--- src/rtl/fdtd_stream_align.sv ---
// Re-pairs two skewed operand streams: one show-ahead FIFO per lane, a pair is
// emitted only while both lanes hold data, and both lanes always pop together.
module fdtd_stream_align #(
  parameter int unsigned DATA_WIDTH = 32,
  parameter int unsigned DEPTH      = 4
) (
  input  logic                       CLK,
  input  logic                       RST_N,
  input  logic                       clear_i,
  input  logic                       a_valid_i,
  input  logic [DATA_WIDTH-1:0]      a_data_i,
  output logic                       a_ready_o,
  input  logic                       b_valid_i,
  input  logic [DATA_WIDTH-1:0]      b_data_i,
  output logic                       b_ready_o,
  output logic                       out_valid_o,
  input  logic                       out_ready_i,
  output logic [DATA_WIDTH-1:0]      out_a_o,
  output logic [DATA_WIDTH-1:0]      out_b_o,
  output logic [$clog2(DEPTH):0]     a_level_o,
  output logic [$clog2(DEPTH):0]     b_level_o,
  output logic                       skew_err_o
);

  localparam int unsigned PtrW = $clog2(DEPTH);
  localparam int unsigned LvlW = PtrW + 1;
  localparam logic [LvlW-1:0] Full = LvlW'(DEPTH);

  logic [DATA_WIDTH-1:0] a_mem [DEPTH];
  logic [DATA_WIDTH-1:0] b_mem [DEPTH];

  logic [PtrW-1:0] a_wptr_q, a_wptr_d, a_rptr_q, a_rptr_d;
  logic [PtrW-1:0] b_wptr_q, b_wptr_d, b_rptr_q, b_rptr_d;
  logic [LvlW-1:0] a_level_q, a_level_d, b_level_q, b_level_d;
  logic            skew_err_q, skew_err_d;

  logic push_a, push_b, pop;

  // Ready comes from level alone, so a full lane refuses a push even on a pop cycle.
  assign a_ready_o   = (a_level_q != Full);
  assign b_ready_o   = (b_level_q != Full);
  assign out_valid_o = (a_level_q != '0) && (b_level_q != '0);

  assign push_a = a_valid_i && a_ready_o;
  assign push_b = b_valid_i && b_ready_o;
  assign pop    = out_valid_o && out_ready_i;

  assign out_a_o    = out_valid_o ? a_mem[a_rptr_q] : '0;
  assign out_b_o    = out_valid_o ? b_mem[b_rptr_q] : '0;
  assign a_level_o  = a_level_q;
  assign b_level_o  = b_level_q;
  assign skew_err_o = skew_err_q;

  always_comb begin
    a_wptr_d   = a_wptr_q;
    a_rptr_d   = a_rptr_q;
    b_wptr_d   = b_wptr_q;
    b_rptr_d   = b_rptr_q;
    a_level_d  = a_level_q;
    b_level_d  = b_level_q;
    skew_err_d = skew_err_q;
    if (clear_i) begin
      a_wptr_d   = '0;
      a_rptr_d   = '0;
      b_wptr_d   = '0;
      b_rptr_d   = '0;
      a_level_d  = '0;
      b_level_d  = '0;
      skew_err_d = 1'b0;
    end else begin
      if (push_a) a_wptr_d = a_wptr_q + PtrW'(1);
      if (push_b) b_wptr_d = b_wptr_q + PtrW'(1);
      if (pop) begin
        a_rptr_d = a_rptr_q + PtrW'(1);
        b_rptr_d = b_rptr_q + PtrW'(1);
      end
      if (push_a && !pop)      a_level_d = a_level_q + LvlW'(1);
      else if (!push_a && pop) a_level_d = a_level_q - LvlW'(1);
      if (push_b && !pop)      b_level_d = b_level_q + LvlW'(1);
      else if (!push_b && pop) b_level_d = b_level_q - LvlW'(1);
      if (((a_level_q == Full) && (b_level_q == '0)) ||
          ((b_level_q == Full) && (a_level_q == '0))) begin
        skew_err_d = 1'b1;
      end
    end
  end

  always_ff @(posedge CLK or negedge RST_N) begin
    if (!RST_N) begin
      a_wptr_q   <= '0;
      a_rptr_q   <= '0;
      b_wptr_q   <= '0;
      b_rptr_q   <= '0;
      a_level_q  <= '0;
      b_level_q  <= '0;
      skew_err_q <= 1'b0;
    end else begin
      a_wptr_q   <= a_wptr_d;
      a_rptr_q   <= a_rptr_d;
      b_wptr_q   <= b_wptr_d;
      b_rptr_q   <= b_rptr_d;
      a_level_q  <= a_level_d;
      b_level_q  <= b_level_d;
      skew_err_q <= skew_err_d;
    end
  end

  // Storage is deliberately not reset; pointers and levels define what is valid.
  always_ff @(posedge CLK) begin
    if (push_a && !clear_i) a_mem[a_wptr_q] <= a_data_i;
    if (push_b && !clear_i) b_mem[b_wptr_q] <= b_data_i;
  end

endmodule

--- config.mk ---
export PLATFORM = sky130hd
export DESIGN_NAME = fdtd_stream_align
export DESIGN_NICKNAME = d
export VERILOG_FILES = /design/src/rtl/fdtd_stream_align.sv
export SDC_FILE = /design/constraint.sdc
export NUM_CORES = 1
export LEC_CHECK = 0
export ABC_AREA = 1
export BUFFER_PORTS_ARGS = -buffer_cell sky130_fd_sc_hd__buf_2
export CAP_MARGIN = 20
export CORE_ASPECT_RATIO = 0.8
export CORE_MARGIN = 2
export CORE_UTILIZATION = 30
export CTS_CLUSTER_SIZE = 30
export DETAILED_ROUTE_END_ITERATION = 10
export GPL_TIMING_DRIVEN = 0
export SETUP_SLACK_MARGIN = 0.02
export SLEW_MARGIN = 40
export SYNTH_ARGS = -nofsm -noshare
export SYNTH_HDL_FRONTEND = slang
export SYNTH_SLANG_ARGS = --single-unit
export TNS_END_PERCENT = 20
--- constraint.sdc ---
create_clock -name CLK -period 3.1 [get_ports CLK]
set_clock_uncertainty 0.05 [all_clocks]
set_input_delay 0.31 -clock CLK [delete_from_list [all_inputs] [get_ports CLK]]
set_output_delay 0.31 -clock CLK [all_outputs]
set_load 0.01 [all_outputs]
After elaboration in Yosys (flattened, before gate mapping)
Memories as Yosys holds them, arrays and structs flattened.
Cells that the tools add are included.

word-level totals
  register bits = 15
  memory bits (writable) = 256
  input bits = 70
  output and inout bits = 74
  logic and storage cells = 70
  memories kept = 2

operators by class
  add/sub/neg operators = 8
  eq/ne operators = 4
  mux-type cells = 22
  reductions and logical operators = 27

memories
  name   depth  width  read ports  clocked after Yosys merged registers in  write ports  RTL line  text
  a_mem  4      32     1           0                                        1            29        logic [DATA_WIDTH-1:0] a_mem [DEPTH];
  b_mem  4      32     1           0                                        1            30        logic [DATA_WIDTH-1:0] b_mem [DEPTH];

operators by type and width
  cell                                                                 number
  32-bit two-way mux                                                   2
  3-bit two-way mux                                                    6
  2-bit two-way mux                                                    8
  1-bit logical AND                                                    12
  3-bit nonzero test                                                   4
  2-bit by 1-bit adder with 2-bit output (second input constant)       4
  2-bit nonzero test                                                   4
  3-bit by 1-bit adder with 3-bit output (second input constant)       2
  3-bit equality test (second input constant)                          2
  3-bit zero test                                                      2
  1-bit two-way mux                                                    6
  3-bit inequality test (second input constant)                        2
  3-bit by 1-bit subtractor with 3-bit output (second input constant)  2
  1-bit zero test                                                      4
  1-bit logical OR                                                     1

Logic depth before layout (Yosys ltp)
Gate-level depths: netlist (run 1).

  depth after elaboration = 7
  depth in mapped cells = 12
  gate-level depth less buffers = 12

Worst setup path before layout (run 1)
Ideal clock, no wire load.

  path type = register -> register
  from = register a_level_q[0] (netlist: a_level_o[0])
  to = memory a_mem[0][0], enable pin
  setup time = 0.421 ns
  arrival = 2.262 ns
  data required time = 2.629 ns
  setup slack = 0.367 ns
  stages on the path, launching flop included = 7
  buffers on the path = 0
  period minus slack after synthesis = 2.733 ns
  cells stage by stage = dfrtp_1 -> inv_2 -> nand3_2 -> nand2_1 -> inv_2 -> nand2_1 -> nor2_1

on the way
  word-level cells in the longest chain between the ends = 5

ends and longest elaborated chain
  what                                     RTL line  text
  start, declared                          34        logic [LvlW-1:0] a_level_q, a_level_d, b_level_q, b_level_d;
  start signal, assigned                   102       a_level_q <= a_level_d;
  3-bit inequality test                    40        assign a_ready_o = (a_level_q != Full);
  named net a_ready_o                      12        output logic a_ready_o,
  1-bit logical AND                        44        assign push_a = a_valid_i && a_ready_o;
  1-bit logical AND                        110       if (push_a && !clear_i) a_mem[a_wptr_q] <= a_data_i;
  1-bit two-way mux                        110
  1-bit two-way mux (not written as such)  110
  end, declared                            29

The timed path passes the listed nets, and every way through them passes these cells.

Final worst setup path (run 1)
  from = register b_rptr_q[0]
  to = output port out_b_o[9]

on the way
  word-level cells in the longest chain between the ends = 2

ends and longest elaborated chain
  what                    RTL line  text
  start, declared         33        logic [PtrW-1:0] b_wptr_q, b_wptr_d, b_rptr_q, b_rptr_d;
  start signal, assigned  101       b_rptr_q <= b_rptr_d;
  memory read 4 x 32 bit  -
  32-bit two-way mux      49        assign out_b_o = out_valid_o ? b_mem[b_rptr_q] : '0;
  end, declared           19        output logic [DATA_WIDTH-1:0] out_b_o,

No other way between the ends.

==> results.md, run 1 <==
* Most common cell after layout, fill and taps aside: nor2_1
* Endpoints failing hold at 0
* Sequential standard cell area at a little over 8000 um^2
* Root buf cell: clkbuf_16
* Most used cells in the layout excluding fill and tap cells: nor2_1, edfxtp_1, buf_2, o21ai_0, dlygate4sd3_1
* Post-route DRC violation count at 0
* Cell row count at between 60 and 70
* Post-layout net count at 1228
* Final total power at roughly 0.011 W
* Share of final-layout standard cells stronger than drive strength 1 at 0.261
* Initial antenna violation count at 2
* Setup WS pre-CTS at 0.933 ns
* Clock latency on the worst-skew pair at roughly 0.55 ns
* Count of routing violations after the opening detailed-route iteration at roughly 340
* Highest ir drop seen on vdd at between 0.4 and 0.5 mV
* Post-detailed-routing wire length at between 20 and 30 mm
* Worst endpoint required time at 2.74 ns
* Share of synthesized area occupied by flip-flops and latches at 0.724
* Via count of the first global-routing pass at ~7500
* Met3 usage in global routing at 0.0238
* Pin count of the biggest net entering global routing at 18
* Area of the core at roughly 37000 um^2
* Maximum fanout encountered on the critical timing path at 10
* Run status: finished, final reports clean
* Type of the worst setup path: reg -> out
* Normalized max-slew margin at 0.580
* Global route total overflow at 0
* Antenna viol nets, final at 0
* Die Ht at roughly 180 um
* Clock slew at reported path FFs at ~0.06 ns
* DPL Wire Length at ~18 mm
* Number of storage elements in the synthesis netlist at roughly 270
* Met1 track utilization from global routing at 0.193
* Critical Path Source Type: flop
* Arrival time of the worst setup path at about 2.3 ns
* Met2 routing resource usage after global routing at 0.232
* Setup WS post-layout at ~0.49 ns
* Ports placed on the boundary at between 100 and 150
* Peak-usage layer in the global routing report: met2
* Actual transition at the worst max-transition pin at ~0.63 ns
* Maximum root-to-sink buffer count at 3
* Max-capacitance violation count at 0
* Mapped Cells at between 800 and 900
* Cell area after synthesis at between 10000 and 15000 um^2
* Num CTS Buffers at 28
* Filler instances at about 3500
* Multi-input logic area at roughly 2700 um^2
* Overall via count from detail_route at between 7000 and 8000
* Number of buffers inserted by port buffering at ~140
* Achievable Freq at 383 MHz
* Net count after synthesis at 973
* Avg Synthesized Cell Area at ~12 um^2
* Aggregate negative setup slack at 0 ns
* Critical path capture point type: output pin
* Worst min-delay path category: in -> reg
* Slew Viols, Final at 0
* Total of cells resized after clock tree synthesis at 0
* Avg WL per Cell at ~16 um
* Initial Util at 0.303
* RSZ-0062 raised after global routing: false
* Number of search-and-repair iterations in the first detailed-routing pass at 5
* Number of synthesis warnings at 0
* Total setup violations reported at the end of the flow at 0
* Finished Core Util at 0.391
* Share of the clock period used by the worst path at 0.843
* Wire length of the first global-routing pass at 41.8 mm
* Die span in x at between 200 and 250 um
* H-tree levels at 1
* Die area at 38700 um^2
* Drt via density at 4.47
* Clock sink total at ~270
* Clock tree from TritonCTS: yes
* Power density cells at 761 nW/um^2
* Static power due to leakage at ~5.3 nW
* Final weighted congestion of routability-driven global placement at ~0.7
* Total routing resource utilization after global routing at 0.140
* Synth-to-layout area growth at 29.3%
* Synth unique cells at 26
* Minimum period implied by the final worst setup slack at approximately 2.6 ns
==> stage by stage <==
step	instance area, um^2	hold WS (ns)	cells
2_1_floorplan	11100	-0.0356	893
3_3_place_gp	12500	0.233	1523
3_5_place_dp	12900	0.233	1539
4_1_cts	14400	0.0364	1655
5_1_grt	14400	0.0907	1657
6_report	14400	0.0679	1657
==> power by group <==
| part | leakage, nW | internal (W) | switching, W |
|---|---|---|---|
| registers | 2.52 | 0.00424 | 0.0000929 |
| logic | 2.35 | 0.00121 | 0.00220 |
| clock network | 0.431 | 0.00186 | 0.00136 |
| total | 5.30 | 0.00732 | 0.00365 |
==> registers in the layout (all words and copies together), names as in the netlist <==
signal and cells:
a_level_o 3, a_mem 128, a_rptr_q 2, a_wptr_q 2, b_level_o 3, b_mem 128, b_rptr_q 2, b_wptr_q 2
skew_err_o 1
==> final cells by class <==
class,count,share of cell area
antenna,2,0.000348
tap,487,0.0423
buffer,51,0.0200
inverter,33,0.00860
sequential,271,0.560
multi-input combinational,538,0.189
clock inverter,17,0.00895
timing repair buffer,225,0.119
clock buffer,33,0.0514
==> layer usage <==
layer	part of all wire	wire length [um]
met4	0.016	442
met2	0.47	12900
met3	0.050	1350
met1	0.46	12500
met5	0	0
==> cells in the mapped netlist <==
cell / n / area (um^2)
nor2_1: 275 / 1030
edfxtp_1: 256 / 7690
o21ai_0: 119 / 596
a21oi_2: 49 / 429
inv_1: 24 / 90.1
clkbuf_1: 22 / 82.6
nand2_1: 22 / 82.6
a21oi_1: 17 / 85.1
o21ai_1: 16 / 80.1
dfrtp_1: 15 / 375
buf_2: 14 / 70.1
nand3_1: 11 / 55.1
buf_4: 9 / 67.6
inv_2: 9 / 33.8
ha_1: 8 / 100
buf_6: 6 / 67.6
nand2_2: 6 / 37.5
nand4_1: 3 / 18.8
fa_1: 2 / 40.0
nand3_2: 2 / 20.0
nor2_4: 2 / 22.5
xnor2_1: 2 / 17.5
a21boi_2: 1 / 11.3
nand2_4: 1 / 11.3
nand3_4: 1 / 17.5
o31ai_1: 1 / 7.51
==> kinds of logic after synthesis <==
| group | Yosys count | synth area share |
|---|---|---|
| AND/OR/NAND/NOR | 323 | 0.116 |
| flip-flops | 271 | 0.724 |
| AO/OA/AOI/OAI | 203 | 0.109 |
| buffers and inverters | 84 | 0.0370 |
| adder cells (fa/ha/maj) | 10 | 0.0126 |
| XOR/XNOR | 2 | 0.00157 |
==> path summary, 6_finish.rpt <==
kind | from | to | slack [ns] | depth (start not counted)
max | b_rptr_q[0] | out_b_o[9] | 0.49 | 6
min in group asynchronous | RST_N | skew_err_o | 0.17 | 2
min reg2reg | skew_err_o | skew_err_o | 0.44 | 2
max reg2reg | a_level_o[1] | a_mem[3][22] | 0.92 | 8
max in group asynchronous | RST_N | b_rptr_q[1] | 2.53 | 2
min | b_valid_i | b_wptr_q[0] | 0.07 | 4
==> timing repair <==
| item | 4_1_cts | 5_1_grt |
|---|---|---|
| hold buffers | 66 | 0 |
| buffers inserted | 0 | 0 |
| endpoints found under the hold margin | 273 | 0 |
==> critical path, stage by stage (launching register included) <==
cell      delay, ns
dfrtp_1        0.40
inv_2          0.08
buf_4          0.17
clkbuf_1       0.44
o21ai_0        0.20
a21oi_2        0.25
buf_2          0.17
Power figures use the tool's default switching activity.
==> run 2: changes to the inputs <==
==> constraint.sdc (replaced) <==
create_clock -name CLK -period 2.7 [get_ports CLK]
set_clock_uncertainty 0.05 [all_clocks]
set_input_delay 0.27 -clock CLK [delete_from_list [all_inputs] [get_ports CLK]]
set_output_delay 0.27 -clock CLK [all_outputs]
set_load 0.01 [all_outputs]
==> results.md, run 2 (same netlist as run 1, synthesis figures left out) <==
* Number of buffers added for setup after CTS at 0
* Share of final-layout standard cells stronger than drive strength 1 at 0.265
* Die Ht at ~180 um
* Sequential standard cell area at about 8000 um^2
* Initial antenna violation count at 2
* Largest registers: a_mem x128, b_mem x128
* Avg WL per Cell at ~16 um
* Clock tree from TritonCTS: yes
* Critical path capture point type: output pin
* Area of the core at ~37000 um^2
* Reg2reg setup slack at 0.54 ns
* Highest ir drop seen on vdd at around 0.50 mV
* Setup crit start: b_rptr_q[0]
* Count of routing violations after the opening detailed-route iteration at about 380
* DPL Wire Length at 18.1 mm
* Number of search-and-repair iterations in the first detailed-routing pass at 5
* Hold Path Cell Cnt at 4
* Die span in x at about 220 um
* Worst min-delay path category: in -> reg
* Endpoints failing hold at 0
* Filler instances at ~3500
* Pin count of the biggest net entering global routing at 18
* Arrival time of the worst setup path at 2.21 ns
* Achievable Freq at 394 MHz
* Cell row count at 63
* Ports placed on the boundary at 144
* Post-route insts no fill at 1658
* Type of the worst setup path: reg -> out
* Overall via count from detail_route at ~7400
* Share of the clock period used by the worst path at 0.939
* Reg2reg end: a_mem[3][14]
* Met2 routing resource usage after global routing at 0.232
* Antenna viol nets, final at 0
* Area after detailed placement at 12900 um^2
* Post-detailed-routing wire length at roughly 27 mm
* Critical Path Source Type: flop
* Critical path endpoint: out_b_o[28]
* H-tree levels at 1
* Clock slew at reported path FFs at about 0.06 ns
* Origin of the critical flop-to-flop path: a_level_o[1]
* Final weighted congestion of routability-driven global placement at ~0.7
* Total setup violations reported at the end of the flow at 0
* Wire length of the first global-routing pass at roughly 42 mm
* Post-route DRC violation count at 0
* Clock sink total at between 200 and 300
* Synth-to-layout area growth at 29.4%
* Final total power at between 0.01 and 0.015 W
* Root buf cell: clkbuf_16
* Power density cells at 873 nW/um^2
* Static power due to leakage at 5.32 nW
* Die area at 38700 um^2
* Number of buffers inserted by port buffering at between 100 and 150
* Run status: finished, final reports clean
* Met1 track utilization from global routing at 0.193
* Minimum period implied by the final worst setup slack at roughly 2.5 ns
* Actual transition at the worst max-transition pin at approximately 0.63 ns
* Cell total after placement at between 1500 and 2000
* Met3 usage in global routing at 0.0238
* Initial Util at 0.303
* Multi-input logic area at 2720 um^2
* Post-layout net count at about 1200
* Maximum root-to-sink buffer count at 3
* Slew Viols, Final at 0
* Drt via density at 4.47
* Most common cell after layout, fill and taps aside: nor2_1
* Count of cells along the worst register-to-register path at 8
* Final instance area at around 14000 um^2
* RSZ-0062 raised after global routing: false
* Aggregate negative setup slack at 0 ns
* Total routing resource utilization after global routing at 0.140
* Clock latency on the worst-skew pair at 0.55 ns
* Most used cells in the layout excluding fill and tap cells: nor2_1, edfxtp_1, buf_2, o21ai_0, dlygate4sd3_1
* Maximum fanout encountered on the critical timing path at 10
* Max-capacitance violation count at 0
* Global route total overflow at 0
* Finished Core Util at 0.392
* Worst endpoint required time at between 2 and 2.5 ns
* Normalized max-slew margin at 0.581
* Num CTS Buffers at 28
* Peak-usage layer in the global routing report: met2
* Via count of the first global-routing pass at 7558
-- run 2: worst min path at each step --
stage                start      endpoint  slack [ns]
2_1_floorplan        RST_N  a_level_o[0]       -0.08
3_3_place_gp         RST_N    skew_err_o        0.19
3_5_place_dp         RST_N    skew_err_o        0.19
4_1_cts          a_valid_i   a_wptr_q[1]        0.03
5_1_grt        out_ready_i   a_rptr_q[0]        0.08
6_report         a_valid_i   a_wptr_q[1]        0.06
-- run 2: power breakdown --
part,total (W),internal (W),leakage (nW),switching [W]
combinational,0.00393,0.00140,2.36,0.00253
clock,0.00368,0.00213,0.431,0.00155
sequential,0.00498,0.00487,2.52,0.000106
total,0.0126,0.00841,5.32,0.00418
-- run 2: metal layers --
layer / vias to the layer above / part of all wire
met5: - / 0
met4: 0 / 0.016
met3: 28 / 0.048
met2: 181 / 0.47
met1: 3560 / 0.46
li1: 3637 / -
-- run 2: worst max-delay path: stages, from the launching register on --
cell	delay, ns
dfrtp_1	0.40
inv_2	0.08
buf_4	0.16
clkbuf_1	0.47
o21ai_0	0.22
a21oi_2	0.19
buf_2	0.15
-- run 2: per-stage QoR --
step | hold slack (ns) | setup WS (ns)
global route | 0.0845 | 0.0262
finish | 0.0594 | 0.165
CTS | 0.0337 | 0.0557
detailed placement | 0.193 | 0.533
floorplan | -0.0756 | -0.0326
global placement | 0.193 | -1.41
-- run 2: what timing repair did --
action	in CTS	in global routing
gates resized for setup	0	11
hold buffers	67	0
endpoints found under the setup margin	0	10
endpoints found under the hold margin	276	0
-- run 2: cell type report --
| class | count | area share |
|---|---|---|
| Inverter | 33 | 0.00859 |
| Clock buffer | 33 | 0.0514 |
| Clock inverter | 17 | 0.00894 |
| Antenna cell | 2 | 0.000347 |
| Multi-Input combinational cell | 538 | 0.189 |
| Sequential cell | 271 | 0.559 |
| Timing Repair Buffer | 226 | 0.120 |
| Tap cell | 487 | 0.0423 |
| Buffer | 51 | 0.0204 |
==> run 3: changes to the inputs <==
--- a/config.mk
+++ b/config.mk
@@ -14,6 +14,7 @@
 export CTS_CLUSTER_SIZE = 30
 export DETAILED_ROUTE_END_ITERATION = 10
 export GPL_TIMING_DRIVEN = 0
+export RECOVER_POWER = 50
 export SETUP_SLACK_MARGIN = 0.02
 export SLEW_MARGIN = 40
 export SYNTH_ARGS = -nofsm -noshare
==> results.md, run 3 (same netlist as run 1, synthesis figures left out) <==
* Run status: finished, final reports clean
* Highest ir drop seen on vdd at around 0.50 mV
* Count of routing violations after the opening detailed-route iteration at about 340
* Achievable Freq at a little under 400 MHz
* Endpoints failing hold at 0
* Cell row count at 63
* Largest registers: a_mem x128, b_mem x128
* Post-route insts no fill at 1658
* Antenna viol nets, final at 0
* DPL Wire Length at 18.1 mm
* Finished Core Util at 0.388
* Total met3 wirelength after detailed routing at 1.25 mm
* H-tree levels at 1
* Total met2 wirelength after detailed routing at around 13 mm
* Avg WL per Cell at about 16 um
* Root buf cell: clkbuf_16
* Share of the clock period used by the worst path at 0.932
* Die span in x at 219 um
* Arrival time of the worst setup path at around 2.2 ns
* Power density cells at just under 900 nW/um^2
* Cell total after placement at 1539
* Max-capacitance violation count at 0
* Clock latency on the worst-skew pair at between 0.5 and 0.6 ns
* Drt via density at 4.46
* Via count of the first global-routing pass at 7558
* Num CTS Buffers at 28
* Global route total overflow at 0
* Post-detailed-routing wire length at around 27 mm
* Total setup violations reported at the end of the flow at 0
* Most used cells in the layout excluding fill and tap cells: nor2_1, edfxtp_1, o21ai_0, clkbuf_1, buf_2
* Static power due to leakage at between 5 and 6 nW
* Post-layout net count at 1229
* Die area at 38700 um^2
* Number of buffers inserted by port buffering at 143
* Die Ht at between 150 and 200 um
* Normalized max-slew margin at 0.308
* Clock sink total at 271
* Worst endpoint required time at ~2.4 ns
* Share of final-layout standard cells stronger than drive strength 1 at 0.193
* Type of the worst setup path: reg -> out
* Post-route DRC violation count at 0
* Pin count of the biggest net entering global routing at 18
* Synth-to-layout area growth at 28.1%
* Top layer in use: met4
* Slew Viols, Final at 0
* Minimum period implied by the final worst setup slack at ~2.5 ns
* DRT met1 WL at roughly 13 mm
* Maximum fanout encountered on the critical timing path at 10
* Final total power at between 0.01 and 0.015 W
* Initial Util at 0.303
* Clock slew at reported path FFs at 0.06 ns
* Total routing resource utilization after global routing at 0.140
* Reg2reg setup slack at between 0.2 and 0.25 ns
* Ports placed on the boundary at ~140
* Maximum root-to-sink buffer count at 3
* Critical path capture point type: output pin
* Initial antenna violation count at 2
* Worst Hold Slack at between 0.04 and 0.05 ns
* Area of the core at between 30000 and 40000 um^2
* Clock tree from TritonCTS: yes
* Number of buffers added for setup after CTS at 0
* Worst min-delay path category: in -> reg
* Number of search-and-repair iterations in the first detailed-routing pass at 5
* Wire length of the first global-routing pass at between 40 and 50 mm
* Most common cell after layout, fill and taps aside: nor2_1
* Critical Path Source Type: flop
* Final weighted congestion of routability-driven global placement at 0.702
* Overall via count from detail_route at 7391
* RSZ-0062 raised after global routing: false
* Actual transition at the worst max-transition pin at between 1 and 1.5 ns
-- run 3: critical path, stage by stage (launching register included) --
cell and delay [ns]:
dfrtp_1 0.42, nor2_1 0.29, nand2_4 0.11, nand2_2 0.16
buf_6 0.20, buf_6 0.22, a21oi_2 0.07, buf_2 0.16
-- run 3: layout make-up --
cell class | count | area [um^2]
Buffer | 51 | 292
Sequential cell | 271 | 8060
Multi-Input combinational cell | 538 | 2690
Tap cell | 487 | 609
Timing Repair Buffer | 226 | 1610
Fill cell | 3522 | 22500
Clock buffer | 33 | 741
Clock inverter | 17 | 129
Inverter | 33 | 124
Antenna cell | 2 | 5.00
-- run 3: where the power goes --
part | switching (W) | internal [W]
logic | 0.00252 | 0.00136
clock network | 0.00155 | 0.00213
registers | 0.000100 | 0.00487
total | 0.00418 | 0.00837
-- run 3: timing repair --
item / in CTS / in global routing
setup endpoints to repair: 0 / 10
hold buffers: 67 / 0
gates resized for setup: 0 / 11
endpoints found under the hold margin: 276 / 0
-- run 3: stage by stage --
step           TNS (ns)  area, um^2  setup WS, ns
3_5_place_dp          0       12900         0.533
3_3_place_gp    -322.74       12500         -1.41
5_1_grt               0       14300        0.0262
6_report              0       14300         0.184
4_1_cts               0       14400        0.0557
2_1_floorplan     -4.17       11100       -0.0326
-- run 3: layer usage --
metal / GRT usage / vias up
li1: - / 3634
met1: 0.193 / 3563
met2: 0.232 / 164
met3: 0.0238 / 30
met4: 0.0324 / 0
met5: 0 / -
-- run 3: path summary, 6_finish.rpt --
kind                         startpoint           end  cells past startpoint
setup / recovery           b_level_o[0]   out_a_o[29]                      7
hold / removal                a_valid_i   a_wptr_q[1]                      4
setup reg to reg           b_level_o[0]  b_mem[0][10]                      6
hold reg to reg              skew_err_o    skew_err_o                      2
max in group asynchronous         RST_N   b_rptr_q[1]                      2
min in group asynchronous         RST_N    skew_err_o                      2
